`config.mk`:
```
export PLATFORM = sky130hd
export DESIGN_NAME = seg_scan
export DESIGN_NICKNAME = d
export VERILOG_FILES = /design/src/rtl/seg_scan.sv
export SDC_FILE = /design/constraint.sdc
export NUM_CORES = 1
export LEC_CHECK = 0
export ABC_AREA = 1
export BUFFER_PORTS_ARGS = -buffer_cell sky130_fd_sc_hd__buf_4
export CAP_MARGIN = 10
export CORE_UTILIZATION = 59
export CTS_BUF_LIST = sky130_fd_sc_hd__clkbuf_2
export DETAILED_ROUTE_END_ITERATION = 6
export GPL_ROUTABILITY_DRIVEN = 0
export GPL_TIMING_DRIVEN = 0
export PLACE_DENSITY = 0.87
export SLEW_MARGIN = 20
export SYNTH_ARGS = -nofsm -noshare
export SYNTH_HDL_FRONTEND = slang
export SYNTH_SLANG_ARGS = --single-unit
```
`constraint.sdc`:
```
create_clock -name clk -period 2.2 [get_ports clk]
set_input_delay 0.22 -clock clk [delete_from_list [all_inputs] [get_ports clk]]
set_output_delay 0.22 -clock clk [all_outputs]
set_load 0.01 [all_outputs]
```
`src/rtl/seg_scan.sv`:
```
// ============================================================================
// Module   : seg_scan
// Brief    : Six-digit multiplexed common-anode seven-segment scanner with
//            blank guard slots and frame-boundary double buffering.
//            Optional macro SEG_SCAN_LZ_BLANK_EN enables leading-zero blanking.
// Revision : 1.0 - initial release
// ============================================================================
`default_nettype none

module seg_scan #(
    parameter int CLK_DIV   = 50000,
    parameter int BLANK_CYC = 500
) (
    input  logic        clk,
    input  logic        rst_n,
    input  logic [23:0] bcd,
    input  logic        load,
    input  logic [2:0]  dp_pos,
    output logic [7:0]  seg,
    output logic [5:0]  sel,
    output logic        frame_done
);

    localparam int c_PC_MAX = (CLK_DIV > BLANK_CYC) ? CLK_DIV : BLANK_CYC;
    localparam int c_PC_W   = $clog2(c_PC_MAX);

    typedef enum logic [0:0] {
        ST_BLANK = 1'b0,
        ST_SHOW  = 1'b1
    } state_t;

    state_t              r_state;
    state_t              w_state_nxt;
    logic [c_PC_W-1:0]   r_pc;
    logic [c_PC_W-1:0]   w_pc_nxt;
    logic [2:0]          r_idx;
    logic [2:0]          w_idx_nxt;
    logic                w_boundary;

    logic [23:0]         r_pend_bcd;
    logic [2:0]          r_pend_dp;
    logic [23:0]         r_act_bcd;
    logic [2:0]          r_act_dp;

    logic [3:0]          w_digit;
    logic                w_dp_lit;
    logic                w_lz_blank;
    logic [7:0]          w_show_seg;
    logic [7:0]          w_seg_nxt;
    logic [5:0]          w_sel_nxt;

    // Active-low {g,f,e,d,c,b,a}; non-decimal nibbles render as a dash.
    function automatic logic [6:0] f_seg7(input logic [3:0] d);
        logic [6:0] code;
        case (d)
            4'd0:    code = 7'h40;
            4'd1:    code = 7'h79;
            4'd2:    code = 7'h24;
            4'd3:    code = 7'h30;
            4'd4:    code = 7'h19;
            4'd5:    code = 7'h12;
            4'd6:    code = 7'h02;
            4'd7:    code = 7'h78;
            4'd8:    code = 7'h00;
            4'd9:    code = 7'h10;
            default: code = 7'h3F;
        endcase
        return code;
    endfunction

    always_comb begin
        w_digit = 4'd0;
        case (r_idx)
            3'd0:    w_digit = r_act_bcd[3:0];
            3'd1:    w_digit = r_act_bcd[7:4];
            3'd2:    w_digit = r_act_bcd[11:8];
            3'd3:    w_digit = r_act_bcd[15:12];
            3'd4:    w_digit = r_act_bcd[19:16];
            3'd5:    w_digit = r_act_bcd[23:20];
            default: w_digit = 4'd0;
        endcase
    end

`ifdef SEG_SCAN_LZ_BLANK_EN
    // w_lead[i]: digit i and every more significant digit are zero.
    logic [7:0] w_lead;
    always_comb begin
        w_lead    = 8'h00;
        w_lead[5] = (r_act_bcd[23:20] == 4'd0);
        for (int i = 4; i >= 0; i--) begin
            w_lead[i] = w_lead[i+1] && (r_act_bcd[i*4 +: 4] == 4'd0);
        end
    end
    // A dp position of 6/7 means no dp, so it never protects a zero.
    assign w_lz_blank = (r_idx != 3'd0) && w_lead[r_idx] &&
                        ((r_act_dp > 3'd5) || (r_idx > r_act_dp));
`else
    assign w_lz_blank = 1'b0;
`endif

    assign w_dp_lit   = (r_idx == r_act_dp);
    assign w_show_seg = w_lz_blank ? 8'hFF : {~w_dp_lit, f_seg7(w_digit)};

    always_comb begin
        w_state_nxt = r_state;
        w_pc_nxt    = r_pc + 1'b1;
        w_idx_nxt   = r_idx;
        w_boundary  = 1'b0;
        w_seg_nxt   = 8'hFF;
        w_sel_nxt   = 6'h3F;
        case (r_state)
            ST_BLANK: begin
                if (r_pc == c_PC_W'(BLANK_CYC - 1)) begin
                    w_state_nxt = ST_SHOW;
                    w_pc_nxt    = '0;
                end
            end
            ST_SHOW: begin
                w_sel_nxt = ~(6'b000001 << r_idx);
                w_seg_nxt = w_show_seg;
                if (r_pc == c_PC_W'(CLK_DIV - 1)) begin
                    w_state_nxt = ST_BLANK;
                    w_pc_nxt    = '0;
                    w_boundary  = (r_idx == 3'd5);
                    w_idx_nxt   = (r_idx == 3'd5) ? 3'd0 : r_idx + 3'd1;
                end
            end
            default: begin
                w_state_nxt = ST_BLANK;
                w_pc_nxt    = '0;
            end
        endcase
    end

    always_ff @(posedge clk or negedge rst_n) begin
        if (!rst_n) begin
            r_state <= ST_BLANK;
            r_pc    <= '0;
            r_idx   <= 3'd0;
        end else begin
            r_state <= w_state_nxt;
            r_pc    <= w_pc_nxt;
            r_idx   <= w_idx_nxt;
        end
    end

    // A load landing on the boundary cycle bypasses pending straight to active.
    always_ff @(posedge clk or negedge rst_n) begin
        if (!rst_n) begin
            r_pend_bcd <= 24'h0;
            r_pend_dp  <= 3'd7;
            r_act_bcd  <= 24'h0;
            r_act_dp   <= 3'd7;
        end else begin
            if (load) begin
                r_pend_bcd <= bcd;
                r_pend_dp  <= dp_pos;
            end
            if (w_boundary) begin
                r_act_bcd <= load ? bcd    : r_pend_bcd;
                r_act_dp  <= load ? dp_pos : r_pend_dp;
            end
        end
    end

    always_ff @(posedge clk or negedge rst_n) begin
        if (!rst_n) begin
            seg        <= 8'hFF;
            sel        <= 6'h3F;
            frame_done <= 1'b0;
        end else begin
            seg        <= w_seg_nxt;
            sel        <= w_sel_nxt;
            frame_done <= w_boundary;
        end
    end

endmodule

`default_nettype wire

```
==> results.yml, run 1 <==
floorplan:
  io-pin-count: 45
  die-area_sq_um: 7500
  die_x_um: 86.6
  core_sq_um: 6870
  num_rows: 30
  die_h_um: 86.6
  initial_core_util_pct: 61.5
route:
  drt-initial-drc-count: 243
  route.antenna.remaining_nets: 0
  routed_wirelength_um: 9810
  routed_via_density: 5.37
  highest-signal-layer: "met4"
  wl_met1_um: 3930
  wl_per_cell_um: 14.5
  drtPass1Iterations: 4
  vias: 3622
  met2_length_um: 5110
  drc: 0
  wl_met3_um: 447
grt:
  antenna_found_initial: 0
  grt_first_pass_wirelength_um: 16100
  grt_pass1_vias: 3587
  grt_max_degree: 90
  grtUsageTotal_pct: 27.8
  grt-ovfl-total: 0
final_layout:
  fin_util_pct: 75.4
  nets: 611
  fillers: 513
  area_delta_synth_final_pct: 22.6
  drive_above_1_share_pct: 23.7
  multi_input_area_sq_um: 1720
  final_cell_mix: "170 x nand2_1, 67 x dfrtp_1, 50 x buf_4"
  mostFrequentLayoutCell: "nand2_1"
  layout.cells.non_filler: 675
  antenna_cells: 0
  final_cell_area_sq_um: 5180
  regArea_sq_um: 2250
flow_run:
  maxCapViolCount: 0
clock_network:
  clock_sinks: 89
  numCtsBuffers: 9
  cts_tree: "yes"
  ctsLongestPathBuffers: 2
  clkSlewWorstSetupHoldPaths_ps: 220
  clock_latency_ps: 530
  cts-htree-levels: 3
  ctsRootBufferMaster: "clkbuf_2"
yosys:
  syn_inst: 483
  ys_seq_area_share_pct: 53.3
  avgSynthCellArea_sq_um: 8.75
  yosys.area_share.simple_pct: 29.5
  syn-num-nets: 520
  ys_ff_latch: 89
  muxShareOfSynthArea_pct: 0
  syn-cell-area_sq_um: 4220
  ys_warn_count: 0
  synthXorXnorAreaFrac_pct: 2.07
  synth_fa_ha_area_share_pct: 2.07
  synth_top_family_by_area: "simple AND/OR/NAND/NOR gates"
  synth_compound_area_share_pct: 6.13
  ys_types: 37
power:
  p_sw_mw: 0.639
  ir_drop_mv: 0.552
  finalPower_mw: 2.68
  p_seq_share_pct: 63.5
  p_per_area_nw_per_um2: 517
  p_int_mw: 2.04
  p_leak_nw: 2.37
  comb_power_share_pct: 7.2
  pwr-share-clk_pct: 29.3
  switching_share_pct: 23.9
worst_setup_path:
  reg2reg_slack_ps: 7
  cp_top_family: "simple AND/OR/NAND/NOR gates"
  worst_r2r_endpoint: "seg[3]$_DFF_PN1_"
  crit_top_cell: "nand3_2"
  crit_path_max_incr_delay_ps: 470
  timing.rr.start: "r_idx[2]$_DFFE_PN0P_"
  arrival_ps: 2680
  worstPathCellList: "buf_4 > nor3_1 > nand2_1 > o21ai_1 > inv_1 > nand2_1 > inv_2 > nor2_4 > ha_1 > inv_1 > nand3_2 > nand3_2 > nand3_2"
  worst_path_max_delay_cell: "dfrtp_2"
  endpoint_kind: "flop"
  crit_buf_inv: 4
  criticalPathCategory: "reg -> reg"
  start_kind: "flop"
  ff2ff_path_depth: 13
  cp_max_fo: 3
  cp.required_ps: 2680
min_path:
  hold_depth: 3
  hold_start: "load"
  hp-class: "in -> reg"
  hold_end: "r_pend_bcd[22]$_DFF_PN0_"
outcome:
  outcome: "completed"
timing:
  fin_crit_sh_pct: 99.7
  layout_min_cycle_time_ps: 2190
  tightest_slew_ps: 776
  fmax_mhz: 456
  whs_ps: 3.97
  relSlewSlack_pct: 48.3
  skew_ps: 12.9
  hold_viol: 0
  setup-violations-final: 0
  slew_violations: 0
place:
  portBuffers: 43
  place_area_sq_um: 4670
  hpwlAfterDp_um: 6210
  dp_cells: 622
cell families (layout without fill, tap and decap cells):
family | Yosys count | after routing
adder cells (fa/ha/maj) | 7 | 7
flip-flops | 89 | 89
AND/OR/NAND/NOR | 267 | 267
buffers and inverters | 63 | 159
XOR/XNOR | 10 | 10
AO/OA/AOI/OAI | 47 | 47
worst min-delay path, stage by stage:
cell and delay, ps:
buf_2 160, nand2_1 80, nand2_1 60
metrics by stage:
step | TNS, ps | setup slack [ps]
2_1_floorplan | 0 | 235
5_1_grt | -90.7 | -57.6
6_report | 0 | 7.01
3_5_place_dp | -169 | -121
3_3_place_gp | -17.7 | -17.7
4_1_cts | 0 | 26.9
synth_stat cells:
library cell | count | area [sq um]
nand2_4 | 5 | 56.3
nor3_1 | 4 | 20.0
ha_1 | 7 | 87.6
nand2_1 | 171 | 642
buf_6 | 4 | 45.0
inv_2 | 9 | 33.8
xor2_1 | 8 | 70.1
clkinv_1 | 2 | 7.51
inv_4 | 1 | 6.26
dfstp_2 | 20 | 526
nand2_2 | 4 | 25.0
o21ai_0 | 21 | 105
nand3_2 | 10 | 100
a21boi_0 | 1 | 7.51
nor3b_1 | 2 | 15.0
a21oi_1 | 5 | 25.0
o22ai_1 | 1 | 6.26
nand3_1 | 27 | 135
buf_4 | 5 | 37.5
a21oi_2 | 1 | 8.76
inv_1 | 32 | 120
buf_2 | 2 | 10.0
nand4_1 | 14 | 87.6
nor2_1 | 22 | 82.6
nor2_2 | 1 | 6.26
o21ai_2 | 1 | 8.76
nor2_4 | 4 | 45.0
nand3b_1 | 2 | 15.0
xnor2_1 | 2 | 17.5
nand3_4 | 1 | 17.5
dfrtp_1 | 69 | 1730
a22oi_1 | 1 | 7.51
buf_1 | 2 | 7.51
o2111ai_1 | 1 | 8.76
a21boi_2 | 1 | 11.3
clkbuf_1 | 6 | 22.5
o21ai_1 | 14 | 70.1
sequential cells by signal, indices dropped and copies added, names as in the netlist:
signal      flops
sel             6
r_act_bcd      24
r_idx           3
frame_done      1
r_pc           16
r_act_dp        3
r_pend_bcd     24
seg             8
r_pend_dp       3
r_state         1
layer usage:
layer / global-route usage (%) / up-vias
li1: - / 1728
met1: 33.9 / 1734
met2: 48.9 / 122
met3: 4.10 / 38
met4: 12.9 / 0
met5: 0 / -
worst max path at each step:
stage                          from          endpoint  depth (start not counted)
2_1_floorplan  r_idx[0]$_DFFE_PN0P_  seg[3]$_DFF_PN1_                         15
3_3_place_gp   r_idx[0]$_DFFE_PN0P_  seg[3]$_DFF_PN1_                         15
3_5_place_dp   r_idx[0]$_DFFE_PN0P_  seg[3]$_DFF_PN1_                         15
4_1_cts        r_idx[2]$_DFFE_PN0P_  seg[3]$_DFF_PN1_                         14
5_1_grt        r_idx[0]$_DFFE_PN0P_  seg[3]$_DFF_PN1_                         15
6_report       r_idx[2]$_DFFE_PN0P_  seg[3]$_DFF_PN1_                         13
layout make-up:
class	count	area share (%)
sequential	89	43.5
multi-input combinational	331	33.2
timing repair buffer	80	13.2
inverter	44	3.24
buffer	19	2.51
tap	96	2.32
clock buffer	11	1.06
clock inverter	5	0.894
power groups by stage:
stage | sequential (mW) | combinational (mW) | clock [mW]
2_1_floorplan | 1.72 | 0.0593 | 0
3_3_place_gp | 1.72 | 0.139 | 0
3_5_place_dp | 1.73 | 0.144 | 0
4_1_cts | 1.70 | 0.188 | 0.784
5_1_grt | 1.70 | 0.216 | 0.853
6_report | 1.70 | 0.192 | 0.785
timing repair:
action,4_1_cts,5_1_grt
pin swaps,0,4
gates resized for setup,4,8
endpoints found under the setup margin,5,6
hold buffers,32,0
buffers inserted,4,1
hold endpoints to repair,96,0
(Power assumes the default switching activity.)
==> run 2: changes to the inputs <==
- ABC_AREA: 1 -> default
==> run 2 against run 1 <==
The flow now finishes with violations (negative setup slack). Via count shrank 13%. Critical path depth shrank 8. First-iteration DRC count grew 51%. Flip-flop and latch count is the same. Cell count shrank 24%. Register-to-register slack lost 420 ps. Sequential power grew 4%. Final area grew 8.7%. Maximum frequency shrank 16%. Sequential share of layout area shrank 3.5 points. Combinational power grew 81%. Highest routed layer unchanged.
==> results.yml, run 2 <==
outcome:
  outcome: "complete, but fails checks"
  violations: "negative setup slack"
clock_network:
  clock_sinks: 89
  cts_tree: "yes"
  ctsRootBufferMaster: "clkbuf_2"
  clock_latency_ps: 590
  ctsLongestPathBuffers: 2
  numCtsBuffers: 9
  cts-htree-levels: 3
  clkSlewWorstSetupHoldPaths_ps: 270
worst_setup_path:
  endpoint_kind: "flop"
  start_kind: "flop"
  ff2ff_path_depth: 5
  setup.worst_path.start: "r_pc[10]$_DFF_PN0_"
  timing.rr.start: "r_pc[10]$_DFF_PN0_"
  arrival_ps: 3110
  cp_max_fo: 10
  worst_r2r_endpoint: "r_act_bcd[6]$_DFFE_PN0P_"
  criticalPathCategory: "reg -> reg"
  cp.required_ps: 2690
  reg2reg_slack_ps: -410
yosys:
  syn-cell-area_sq_um: 4080
  synth_edf_count: 0
  ys_types: 52
  yosys-top-cells-count: "69 x dfrtp_1, 36 x mux2_2, 20 x dfstp_2, 20 x nor2_1, 19 x mux2_4"
  yosysMostFrequentCell: "dfrtp_1"
  ys_seq_area_share_pct: 55.1
  ys_warn_count: 0
  async_reset_ff_share_pct: 100
  synth_top_area_share_pct: 42.3
  syn-num-nets: 350
  syn_inst: 313
  yosysTopAreaCell: "dfrtp_1"
  avgSynthCellArea_sq_um: 13.0
  ys.flop_type: "dfrtp_1"
  synth_area_leaders: "dfrtp_1 42%, dfstp_2 13%, mux2_2 9.9%"
  ys_ff_latch: 89
place:
  dp_cells: 433
  pre_cts_ws_ps: -467
  portBuffers: 43
  hpwlAfterDp_um: 5180
  place_area_sq_um: 4520
floorplan:
  die-area_sq_um: 7260
  initial_core_util_pct: 62.5
  io-pin-count: 45
  core_sq_um: 6530
  die_x_um: 85.2
  num_rows: 29
  die_h_um: 85.2
final_layout:
  antenna_cells: 0
  mostFrequentLayoutCell: "dfrtp_1"
  area_delta_synth_final_pct: 37.9
  fin_util_pct: 86.2
  final_cell_area_sq_um: 5630
  reg_top3: "r_act_bcd x24, r_pend_bcd x24, r_pc x16"
  layout.cells.non_filler: 511
  nets: 466
  drive_above_1_share_pct: 54.1
  final_cell_mix: "68 x dfrtp_1, 66 x buf_4, 34 x mux2_2"
route:
  route.antenna.remaining_nets: 0
  drtPass1Iterations: 5
  drc: 0
  routed_wirelength_um: 12300
  wl_per_cell_um: 24.0
  drt-initial-drc-count: 368
  vias: 3164
  routed_via_density: 6.19
timing:
  whs_ps: 165
  layout_min_cycle_time_ps: 2610
  fin_ws_ps: -414
  skew_ps: 28.8
  tightest_slew_ps: 783
  fmax_mhz: 383
  rsz0062_at_grt: "yes"
  relSlewSlack_pct: 47.8
  tns_ps: -12260
  hold_viol: 0
  slew_violations: 0
  setup-violations-final: 37
  fin_crit_sh_pct: 119
grt:
  antenna_found_initial: 0
  grtUsageTotal_pct: 29.0
  grt_first_pass_wirelength_um: 15700
  grt-ovfl-total: 0
  grt_pass1_vias: 3145
  grt_max_degree: 90
min_path:
  hold_depth: 2
  hold_end: "r_pend_dp[0]$_DFF_PN1_"
  hold_start: "load"
  hp-class: "in -> reg"
power:
  p_per_area_nw_per_um2: 528
  ir_drop_mv: 0.481
  finalPower_mw: 2.97
  p_leak_nw: 2.50
flow_run:
  maxCapViolCount: 0
-- run 2: changes by cell type in the layout (fill, tap and decap cells not counted), sizes merged, moves of 26 or more --
cell   delta
buf      +30
o21ai    -34
inv      -35
mux2     +55
nand3    -26
nand2   -164
-- run 2: cell type report --
class	count	area (sq um)
buffer	16	199
inverter	4	17.5
fill	270	901
tap	77	96.3
multi-input combinational	201	1990
clock inverter	7	67.6
clock buffer	9	45.0
timing repair buffer	108	958
sequential	89	2250
-- run 2: power breakdown --
group	switching [mW]	total [mW]	internal, mW
registers	0.0378	1.76	1.72
logic	0.155	0.348	0.194
clock network	0.606	0.868	0.262
-- run 2: timing repair --
item / in CTS / in global routing
cloned: 2 / 0
pin swaps: 14 / 23
hold buffers: 28 / 0
hold endpoints to repair: 96 / 0
gates resized for setup: 48 / 57
endpoints found under the setup margin: 46 / 51
buffers inserted: 21 / 17
-- run 2: worst max-delay path by stage --
stage                                            to  slack, ps  depth (start not counted)
after floorplan           r_act_bcd[10]$_DFFE_PN0P_       -300                          6
after global placement             seg[3]$_DFF_PN1_       -410                         10
after detailed placement           seg[3]$_DFF_PN1_       -470                         10
after CTS                  r_act_bcd[9]$_DFFE_PN0P_       -380                          6
after global routing      r_act_bcd[11]$_DFFE_PN0P_       -440                          5
final                      r_act_bcd[6]$_DFFE_PN0P_       -410                          5
-- run 2: metal layers --
metal	wire length, um	track usage (%)
met2	6080	48.0
met3	790	5.16
met5	0	0
met1	4820	36.9
met4	568	15.1
-- run 2: logic make-up (layout without fill, tap and decap cells) --
| logic type | Yosys count | count (layout) | share of synthesized area, % |
|---|---|---|---|
| buffers and inverters | 23 | 144 | 4.04 |
| adder cells (fa/ha/maj) | 7 | 7 | 2.14 |
| multiplexers | 62 | 62 | 18.6 |
| XOR/XNOR | 18 | 18 | 3.86 |
| AND/OR/NAND/NOR | 96 | 96 | 13.2 |
| AO/OA/AOI/OAI | 18 | 18 | 3.00 |
| flip-flops | 89 | 89 | 55.1 |
-- run 2: critical path, stage by stage, from the launching register on --
cell	delay [ps]
dfrtp_1	460
or4_4	560
or4b_4	540
or3_4	450
buf_12	180
mux2_4	300
==> run 3: changes to the inputs <==
- CORE_UTILIZATION: 59 -> 58
- CTS_BUF_LIST: sky130_fd_sc_hd__clkbuf_2 -> default
- PLACE_DENSITY: 0.87 -> 0.86
- SETUP_SLACK_MARGIN: default -> 0.5
- clock period: 2.2 -> 2.6 ns (I/O delays scaled with it)
==> run 3 against run 2 <==
The run ends with negative hold slack left. Clock power is 14% higher. Worst setup slack better by 460 ps. Sequential power is 16% lower. Die area is 1.7% higher. Via count is 6.4% lower. Maximum frequency is 2.4% higher. Hold slack worse by 240 ps. Sequential share of layout area is 2.1 points higher. Largest cell class unchanged. Largest power group unchanged. Highest routed layer unchanged.
==> results.yml, run 3 (synthesis gave the netlist of run 2 again) <==
worst_setup_path:
  arrival_ps: 2810
  cp_num_cells: 6
  crit_buf_inv: 2
  setup.worst_path.start: "r_pc[12]$_DFF_PN0_"
  worst_path_max_delay_cell: "or4_4"
  endpoint_kind: "flop"
  criticalPathCategory: "reg -> reg"
  cp.required_ps: 2850
  cp_top_family: "simple AND/OR/NAND/NOR gates"
  start_kind: "flop"
  timing.rr.start: "r_pc[12]$_DFF_PN0_"
  worstPathCellList: "or4_4 > or4b_1 > or3_4 > buf_6 > buf_12 > mux2_4"
  crit_path_max_incr_delay_ps: 540
  reg2reg_slack_ps: 50
  ff2ff_path_depth: 6
  cp_max_fo: 10
timing:
  slew_violations: 0
  layout_min_cycle_time_ps: 2550
  relSlewSlack_pct: 48.2
  skew_ps: 11.9
  setup-violations-final: 0
  whs_ps: -73.6
  hold_viol: 69
  rsz0062_at_grt: "yes"
  fmax_mhz: 392
  tightest_slew_ps: 778
  fin_crit_sh_pct: 98.2
flow_run:
  maxCapViolCount: 0
power:
  p_leak_nw: 2.38
  switching_share_pct: 24.1
  comb_power_share_pct: 8.6
  p_seq_share_pct: 54.8
  p_int_mw: 2.05
  pwr-share-clk_pct: 36.6
  ir_drop_mv: 0.390
  p_per_area_nw_per_um2: 505
  finalPower_mw: 2.70
  p_sw_mw: 0.651
route:
  wl_per_cell_um: 19.9
  drtPass1Iterations: 5
  drc: 0
  routed_wirelength_um: 10000
  routed_via_density: 5.90
  vias: 2961
  route.antenna.remaining_nets: 0
  drt-initial-drc-count: 295
min_path:
  hp-class: "in -> async"
place:
  hpwlAfterDp_um: 5180
  portBuffers: 43
floorplan:
  num_rows: 30
  die-area_sq_um: 7380
  die_x_um: 85.9
  initial_core_util_pct: 60.1
  io-pin-count: 45
  core_sq_um: 6790
  die_h_um: 85.9
grt:
  grtUsageTotal_pct: 26.3
  grt_pass1_vias: 2871
  grt_max_degree: 90
  grt-ovfl-total: 0
  antenna_found_initial: 0
  grt_first_pass_wirelength_um: 14500
clock_network:
  clock_latency_ps: 370
  clock_sinks: 89
  cts_tree: "yes"
  ctsLongestPathBuffers: 2
  cts-htree-levels: 3
  hold_buffers: 0
  clkSlewWorstSetupHoldPaths_ps: 90
  numCtsBuffers: 9
  ctsRootBufferMaster: "clkbuf_8"
final_layout:
  antenna_cells: 0
  multi_input_area_sq_um: 1900
  area_delta_synth_final_pct: 31.0
  fin_util_pct: 78.8
  regArea_sq_um: 2250
  fillers: 359
  mostFrequentLayoutCell: "dfrtp_1"
  drive_above_1_share_pct: 55.2
  final_cell_mix: "69 x dfrtp_1, 68 x buf_4, 36 x mux2_2"
  nets: 438
  reg_top3: "r_act_bcd x24, r_pend_bcd x24, r_pc x16"
outcome:
  outcome: "complete, but fails checks"
  violations: "negative hold slack"
run 3: metal layers:
layer  GRT usage, %  vias up  part of all wire (%)
met5              0        -                     0
met1           34.3     1488                    41
met4           10.8        0                   3.6
met2           42.3      153                    50
met3           6.54       40                   5.2
li1               -     1280                     -
run 3: final timing paths:
check | to
min reg2reg | r_pc[0]$_DFF_PN0_
max | r_act_bcd[10]$_DFFE_PN0P_
max reg2reg | r_act_bcd[10]$_DFFE_PN0P_
min in group clk | r_pend_dp[1]$_DFF_PN1_
min | r_pend_bcd[8]$_DFF_PN0_
max in group asynchronous | r_pc[9]$_DFF_PN0_
run 3: per-stage QoR:
stage | setup WS (ps) | hold WS, ps | TNS [ps] | cells | area [sq um]
2_1_floorplan | 105 | -35.6 | 0 | 313 | 4160
4_1_cts | 70.1 | 130 | 0 | 493 | 5170
6_report | 46.2 | -73.6 | 0 | 502 | 5350
3_3_place_gp | 14.6 | 443 | 0 | 452 | 4600
3_5_place_dp | -18.2 | 453 | -84.3 | 452 | 4600
5_1_grt | -5.72 | 3.40 | -10.4 | 502 | 5350
run 3: what timing repair did:
action,CTS,global route
pin swaps,16,14
endpoints found under the setup margin,47,48
cloned,1,0
gates resized for setup,37,25
buffers inserted,24,9
run 3: area by class of cell:
class | count | area share (%)
buffer | 19 | 4.35
clock buffer | 10 | 2.57
clock inverter | 6 | 1.24
inverter | 4 | 0.421
multi-input combinational | 201 | 35.6
sequential | 89 | 42.1
tap | 96 | 2.24
timing repair buffer | 77 | 11.5
run 3: power by group through the flow:
stage	Sequential, mW	Combinational [mW]	Clock (mW)
after floorplan	1.49	0.115	0
after global placement	1.50	0.187	0
after detailed placement	1.50	0.193	0
after CTS	1.48	0.215	0.991
after global routing	1.49	0.252	1.06
final	1.48	0.232	0.989
